==> config.mk <==
export PLATFORM = sky130hd
export DESIGN_NAME = fetch_buffer
export DESIGN_NICKNAME = d
export VERILOG_FILES = /design/src/rtl/fetch_buffer.sv
export SDC_FILE = /design/constraint.sdc
export NUM_CORES = 1
export LEC_CHECK = 0
export CAP_MARGIN = 20
export CORE_MARGIN = 2
export CORE_UTILIZATION = 59
export CTS_CLUSTER_SIZE = 28
export DETAILED_ROUTE_END_ITERATION = 10
export PLACE_DENSITY_LB_ADDON = 0.05
export RECOVER_POWER = 25
export SYNTH_ARGS = -nofsm -noshare
export SYNTH_HDL_FRONTEND = slang
export SYNTH_SLANG_ARGS = --single-unit
==> constraint.sdc <==
create_clock -name clk_i -period 14.65 [get_ports clk_i]
set_input_delay 2.93 -clock clk_i [delete_from_list [all_inputs] [get_ports clk_i]]
set_output_delay 2.93 -clock clk_i [all_outputs]
set_load 0.02 [all_outputs]
==> src/rtl/fetch_buffer.sv <==
// Instruction queue between fetch and decode: holds up to DEPTH {pc, instr, fault}
// entries in program order and presents the oldest to decode.
module fetch_buffer #(
  parameter int DEPTH = 4
) (
  input  logic                       clk_i,
  input  logic                       rst_i,
  input  logic                       flush_i,
  input  logic                       fetch_valid_i,
  output logic                       fetch_ready_o,
  input  logic [31:0]                fetch_pc_i,
  input  logic [31:0]                fetch_instr_i,
  output logic                       decode_valid_o,
  input  logic                       decode_ready_i,
  output logic [31:0]                decode_pc_o,
  output logic [31:0]                decode_instr_o,
  output logic                       decode_fault_o,
  output logic [$clog2(DEPTH):0]     count_o
);

  localparam int AW = $clog2(DEPTH);
  localparam int CW = AW + 1;
  localparam logic [CW-1:0] FULL = CW'(DEPTH);

  logic [31:0]   pc_mem    [DEPTH];
  logic [31:0]   instr_mem [DEPTH];
  logic          fault_mem [DEPTH];
  logic [AW-1:0] wr_ptr;
  logic [AW-1:0] rd_ptr;
  logic [CW-1:0] count;
  logic          push;
  logic          pop;

  // No pass-through when full: readiness depends only on registered count.
  assign fetch_ready_o  = ~rst_i & (count != FULL);
  assign decode_valid_o = (count != '0);
  assign push           = fetch_valid_i & fetch_ready_o;
  assign pop            = decode_valid_o & decode_ready_i;

  always_ff @(posedge clk_i) begin
    if (rst_i || flush_i) begin
      wr_ptr <= '0;
      rd_ptr <= '0;
      count  <= '0;
    end else begin
      if (push) wr_ptr <= wr_ptr + AW'(1);
      if (pop)  rd_ptr <= rd_ptr + AW'(1);
      case ({push, pop})
        2'b10:   count <= count + CW'(1);
        2'b01:   count <= count - CW'(1);
        default: count <= count;
      endcase
    end
  end

  // Storage is intentionally not reset; occupancy alone decides what is visible.
  always_ff @(posedge clk_i) begin
    if (push && !flush_i) begin
      pc_mem[wr_ptr]    <= fetch_pc_i;
      instr_mem[wr_ptr] <= fetch_instr_i;
      fault_mem[wr_ptr] <= (fetch_pc_i[1:0] != 2'b00);
    end
  end

  always_comb begin
    decode_pc_o    = '0;
    decode_instr_o = '0;
    decode_fault_o = 1'b0;
    if (decode_valid_o) begin
      decode_pc_o    = pc_mem[rd_ptr];
      decode_instr_o = instr_mem[rd_ptr];
      decode_fault_o = fault_mem[rd_ptr];
    end
  end

  assign count_o = count;

endmodule

# Word level (Yosys, flattened, before mapping)
# Memories as Yosys holds them, arrays and structs flattened. A register that Yosys moved wholly into a read port is not among the register bits.
# Index checks and enable logic that the tools add are counted.
# word_totals
register_bits,7
ram_bits,260
elab_cells,35
output_inout_bits,70
mem_count,3
# op_classes
bitwise_logic,4
n_reduce_logical,6
muxes,12
n_eq_ne,3
addsub,4
# mem_list
memory,words,word_bits,read_ports,rd_ports_with_merged_regs,wr,line,text
instr_mem,4,32,1,1,1,26,logic [31:0] instr_mem [DEPTH];
pc_mem,4,32,1,1,1,25,logic [31:0] pc_mem [DEPTH];
fault_mem,4,1,1,1,1,27,logic fault_mem [DEPTH];
# op_table
operator,count
2-to-1 mux 32 bit,2
2-to-1 mux 2 bit,6
case mux 3 bit (2 select lines),1
"adder 2 x 1 -> 2 bit, second input constant",2
nonzero test 2 bit,2
"adder 3 x 1 -> 3 bit, second input constant",1
AND 1 bit,3
2-to-1 mux 1 bit,3
"inequality test 3 bit, second input constant",1
nonzero test 3 bit,1
"subtractor 3 x 1 -> 3 bit, second input constant",1
"equality test 2 x 1 -> 1 bit, second input constant",1
"equality test 2 bit, second input constant",1
logical AND 1 bit,1
zero test 1 bit,1
logical OR 1 bit,1
inverter 1 bit,1

# Longest topological paths before layout
# depth
depth_word,6
ltp_mapped,8
depth_no_buf,8

# Worst setup path after synthesis
# Ideal clock, no wire load.
# synth_path
path_kind,input-to-reg
from,in rst_i
to,"mem fault_mem[0], enable pin"
path_stages,2
required_time_ns,14.068
n_path_buf,0
setup_ns,0.582
setup_slack_ns,6.040
t_arrival_ns,8.029
path_cell_list,nand3b_2 > nor3b_1
# synth_via
elab_chain_len,6
# synth_lines
item,line,text
"start, declared",7,"input logic rst_i,"
inverter 1 bit,35,assign fetch_ready_o = ~rst_i & (count != FULL);
AND 1 bit,35,
AND 1 bit,37,assign push = fetch_valid_i & fetch_ready_o;
logical AND 1 bit,58,if (push && !flush_i) begin
2-to-1 mux 1 bit,58,
2-to-1 mux 1 bit (not written as such),61,fault_mem[wr_ptr] <= (fetch_pc_i[1:0] != 2'b00);
"end, declared",27,
# Every way passes these cells.

# Final worst setup path
# layout_path
from,in rst_i
to,out fetch_ready_o
# layout_via
elab_chain_len,2
# layout_lines
item,line,text
inverter 1 bit,35,
AND 1 bit,35,
"end, declared",10,"output logic fetch_ready_o,"
# Every way passes these cells.

==> summary.md <==
| Metric | Value |
|---|---|
| Critical Path Max Stage Delay | just over 0.6 ns |
| Total setup buffers inserted after CTS | 0 |
| Vias in the first global route | roughly 5300 |
| Worst Hold Class | reg2reg |
| DRT iter0 DRCs | about 300 |
| Post-synth EDFFs | 260 |
| Slew Limit Fails | 0 |
| Placer Congestion | 0.722 |
| Critical path arrival | roughly 4 ns |
| Rows | 48 |
| Setup violations, final | 0 |
| Wirelength per Cell | 21.4 um |
| CP Data Required Time | 11.72 ns |
| CTS Hold Bufs | 0 |
| Clock sink total | 269 |
| Crit path cell chain | clkdlybuf4s50_1 -> nor2b_1 -> clkdlybuf4s50_1 |
| Nets | 696 |
| Area contributors post-synth | edfxtp_1, mux4_2, and2_1 |
| Initial Util | 0.600 |
| Crit path top cell by count | clkdlybuf4s50_1 |
| Worst slew pin tran | around 1 ns |
| Fillers | ~1000 |
| Crit path max fanout | 4 |
| Worst path bufs/invs | 2 |
| Core ar. | 17200 um2 |
| CTS tree | built |
| Hold Slack | 0.508 ns |
| Synth area leader | edfxtp_1 |
| Total CTS buffers | 27 |
| Insertion delay to the later sink of the worst-skew pair | between 0.5 and 0.6 ns |
| Crit end category | primary output |
| Synthesis-stage register bit count | between 200 and 300 |
| Total Power | 1.58 mW |
| Sequential cell area fraction in the yosys report | 0.775 |
| Yosys cell types | 24 |
| Commonest cells in the netlist | edfxtp_1, and2_1, mux4_2 |
| Die ar. | ~19000 um2 |
| Maximum number of pins on one net before global-route repair | 66 |
| Async S/R FF share, synth | 0 |
| Fmax | 142 MHz |
| Io pins | 139 |
| Area share of the largest cell type after synthesis | 0.757 |
| Kind of critical path | in2out |
| Unrepaired setup endpoints after global routing | no |
| Post-DRT Antenna Nets | 0 |
| Slew headroom | 0.345 |
| Vias | between 4000 and 5000 |
| Setup_tns | 0 ns |
| Gr usage total | 0.207 |
| MaxCap Viol Count | 0 |
| CTS max path bufs | 3 |
| Status | finished, final reports clean |
| Pre-Repair DR Iteration Count | 4 |
| Maximum VDD drop | between 0.09 and 0.1 mV |
| Leakage power | slightly above 4 nW |
| Post-DP HPWL | roughly 11000 um |
| Crit-path slowest cell | clkdlybuf4s50_1 |
| Hold Fails Final Rpt | 0 |
| Syn Inst Count | around 470 |
| Fraction of layout instances using a drive strength above 1 | 0.192 |
| Most frequent cell after synthesis | edfxtp_1 |
| Post-DR vias/cell | 5.68 |
| Power per Cell Area | around 120 nW/um2 |
| Routed WL | ~19000 um |
| Initial antenna violation count | 2 |
| Synth Net Count | roughly 540 |
| Delay-heaviest family, CP | buffers and inverters |
| Synthesized area | slightly above 10000 um2 |
| Synthesized area per cell | between 20 and 25 um2 |
| Clock root buffer | clkbuf_16 |
| Remaining Overflow, GRT | 0 |
| First-pass GRT wire length | roughly 29000 um |
| Synth Flop Type | edfxtp_1 |
| Final Cycle Share | 0.480 |
| Area grow syn2layout | 24.1% |
| Fin crit period | a little over 7 ns |
| Htree depth | 1 |
| Post-route DRC | 0 |
| CP Launch Type | primary input |
| Die H | between 100 and 150 um |
| Skew final | between 0.007 and 0.008 ns |
| Ys Warns | 0 |
| Reg clk slew, reported paths | around 0.060 ns |
| Post-CTS resize count | 0 |
| Port Buffers | between 100 and 150 |
| Die X | between 100 and 150 um |
## per-stage QoR
| stage | utilization | worst slack, ns | area (um2) | instances |
|---|---|---|---|---|
| 2_1_floorplan | - | 6.04 | 10300 | 466 |
| 3_3_place_gp | 0.695 | 7.62 | 11900 | 817 |
| 3_5_place_dp | 0.695 | 7.60 | 11900 | 817 |
| 4_1_cts | 0.745 | 7.61 | 12800 | 866 |
| 5_1_grt | 0.745 | 7.58 | 12800 | 867 |
| 6_report | 0.745 | 7.61 | 12800 | 867 |
## final timing paths
path	depth (start not counted)	to	start	slack [ns]
worst max-delay path	3	fetch_ready_o	rst_i	7.61
worst min-delay path	2	wr_ptr[1]	wr_ptr[1]	0.51
worst max register to register	8	count_o[2]	count_o[2]	12.16
worst min register to register	2	wr_ptr[1]	wr_ptr[1]	0.51
## registers in the layout (all words and copies together), names as in the netlist, named ones only
name / cells
rd_ptr: 2
pc_mem: 128
count_o: 3
fault_mem: 4
instr_mem: 128
wr_ptr: 2
## area by class of cell
type / count / area [um2] / share of cell area
multi-input cells: 169 / 2180 / 0.171
clock inverters: 16 / 153 / 0.0119
repair buffers: 148 / 1460 / 0.114
clock buffers: 33 / 698 / 0.0546
diodes: 1 / 2.50 / 0.000196
well taps: 225 / 282 / 0.0220
flip-flops and latches: 269 / 8000 / 0.625
inverters: 6 / 22.5 / 0.00176
## kinds of logic (layout without fill, tap and decap cells)
group | after synthesis | count (layout) | synth area share
XOR/XNOR | 4 | 4 | 0.00340
AO/OA/AOI/OAI | 5 | 5 | 0.00303
buffers and inverters | 28 | 203 | 0.0154
multiplexers | 67 | 67 | 0.144
AND/OR/NAND/NOR | 87 | 87 | 0.0513
adder cells (fa/ha/maj) | 6 | 6 | 0.00801
flip-flops | 269 | 269 | 0.775
other | 0 | 1 | 0
## power by group
group / internal [mW] / switching (mW)
registers: 0.850 / 0.00283
clock network: 0.390 / 0.261
logic: 0.0382 / 0.0357
total: 1.28 / 0.299
## cells in the final DEF, fill, tap and decap left out, types with 4 or more instances in the layout
cell / n
edfxtp_1: 260
clkdlybuf4s50_1: 97
mux4_2: 65
and2_1: 65
dlygate4sd3_1: 41
clkbuf_16: 27
buf_4: 10
nor2_1: 7
dfxtp_1: 7
inv_1: 6
clkinv_1: 6
clkbuf_1: 6
ha_1: 5
clkinv_2: 5
nor3b_2: 4
xor2_1: 4
nand2_1: 4
## per-layer routing
layer	vias to the layer above	share of wire	track usage	wire, um
met4	2	0.016	0.0544	300
met1	2569	0.40	0.258	7370
met2	129	0.53	0.370	9830
met3	34	0.058	0.0470	1080
li1	2192	-	-	-
met5	-	0.00070	0	13
## worst reg2reg max path, cell delays in order (launching register included)
cell	delay (ns)
dfxtp_1	0.43
or3b_2	0.49
nand3b_2	0.23
ha_1	0.23
inv_1	0.06
fa_1	0.37
xor2_1	0.16
or3_1	0.32
a21oi_1	0.14
No activity file was read; power rests on OpenSTA's default activity.
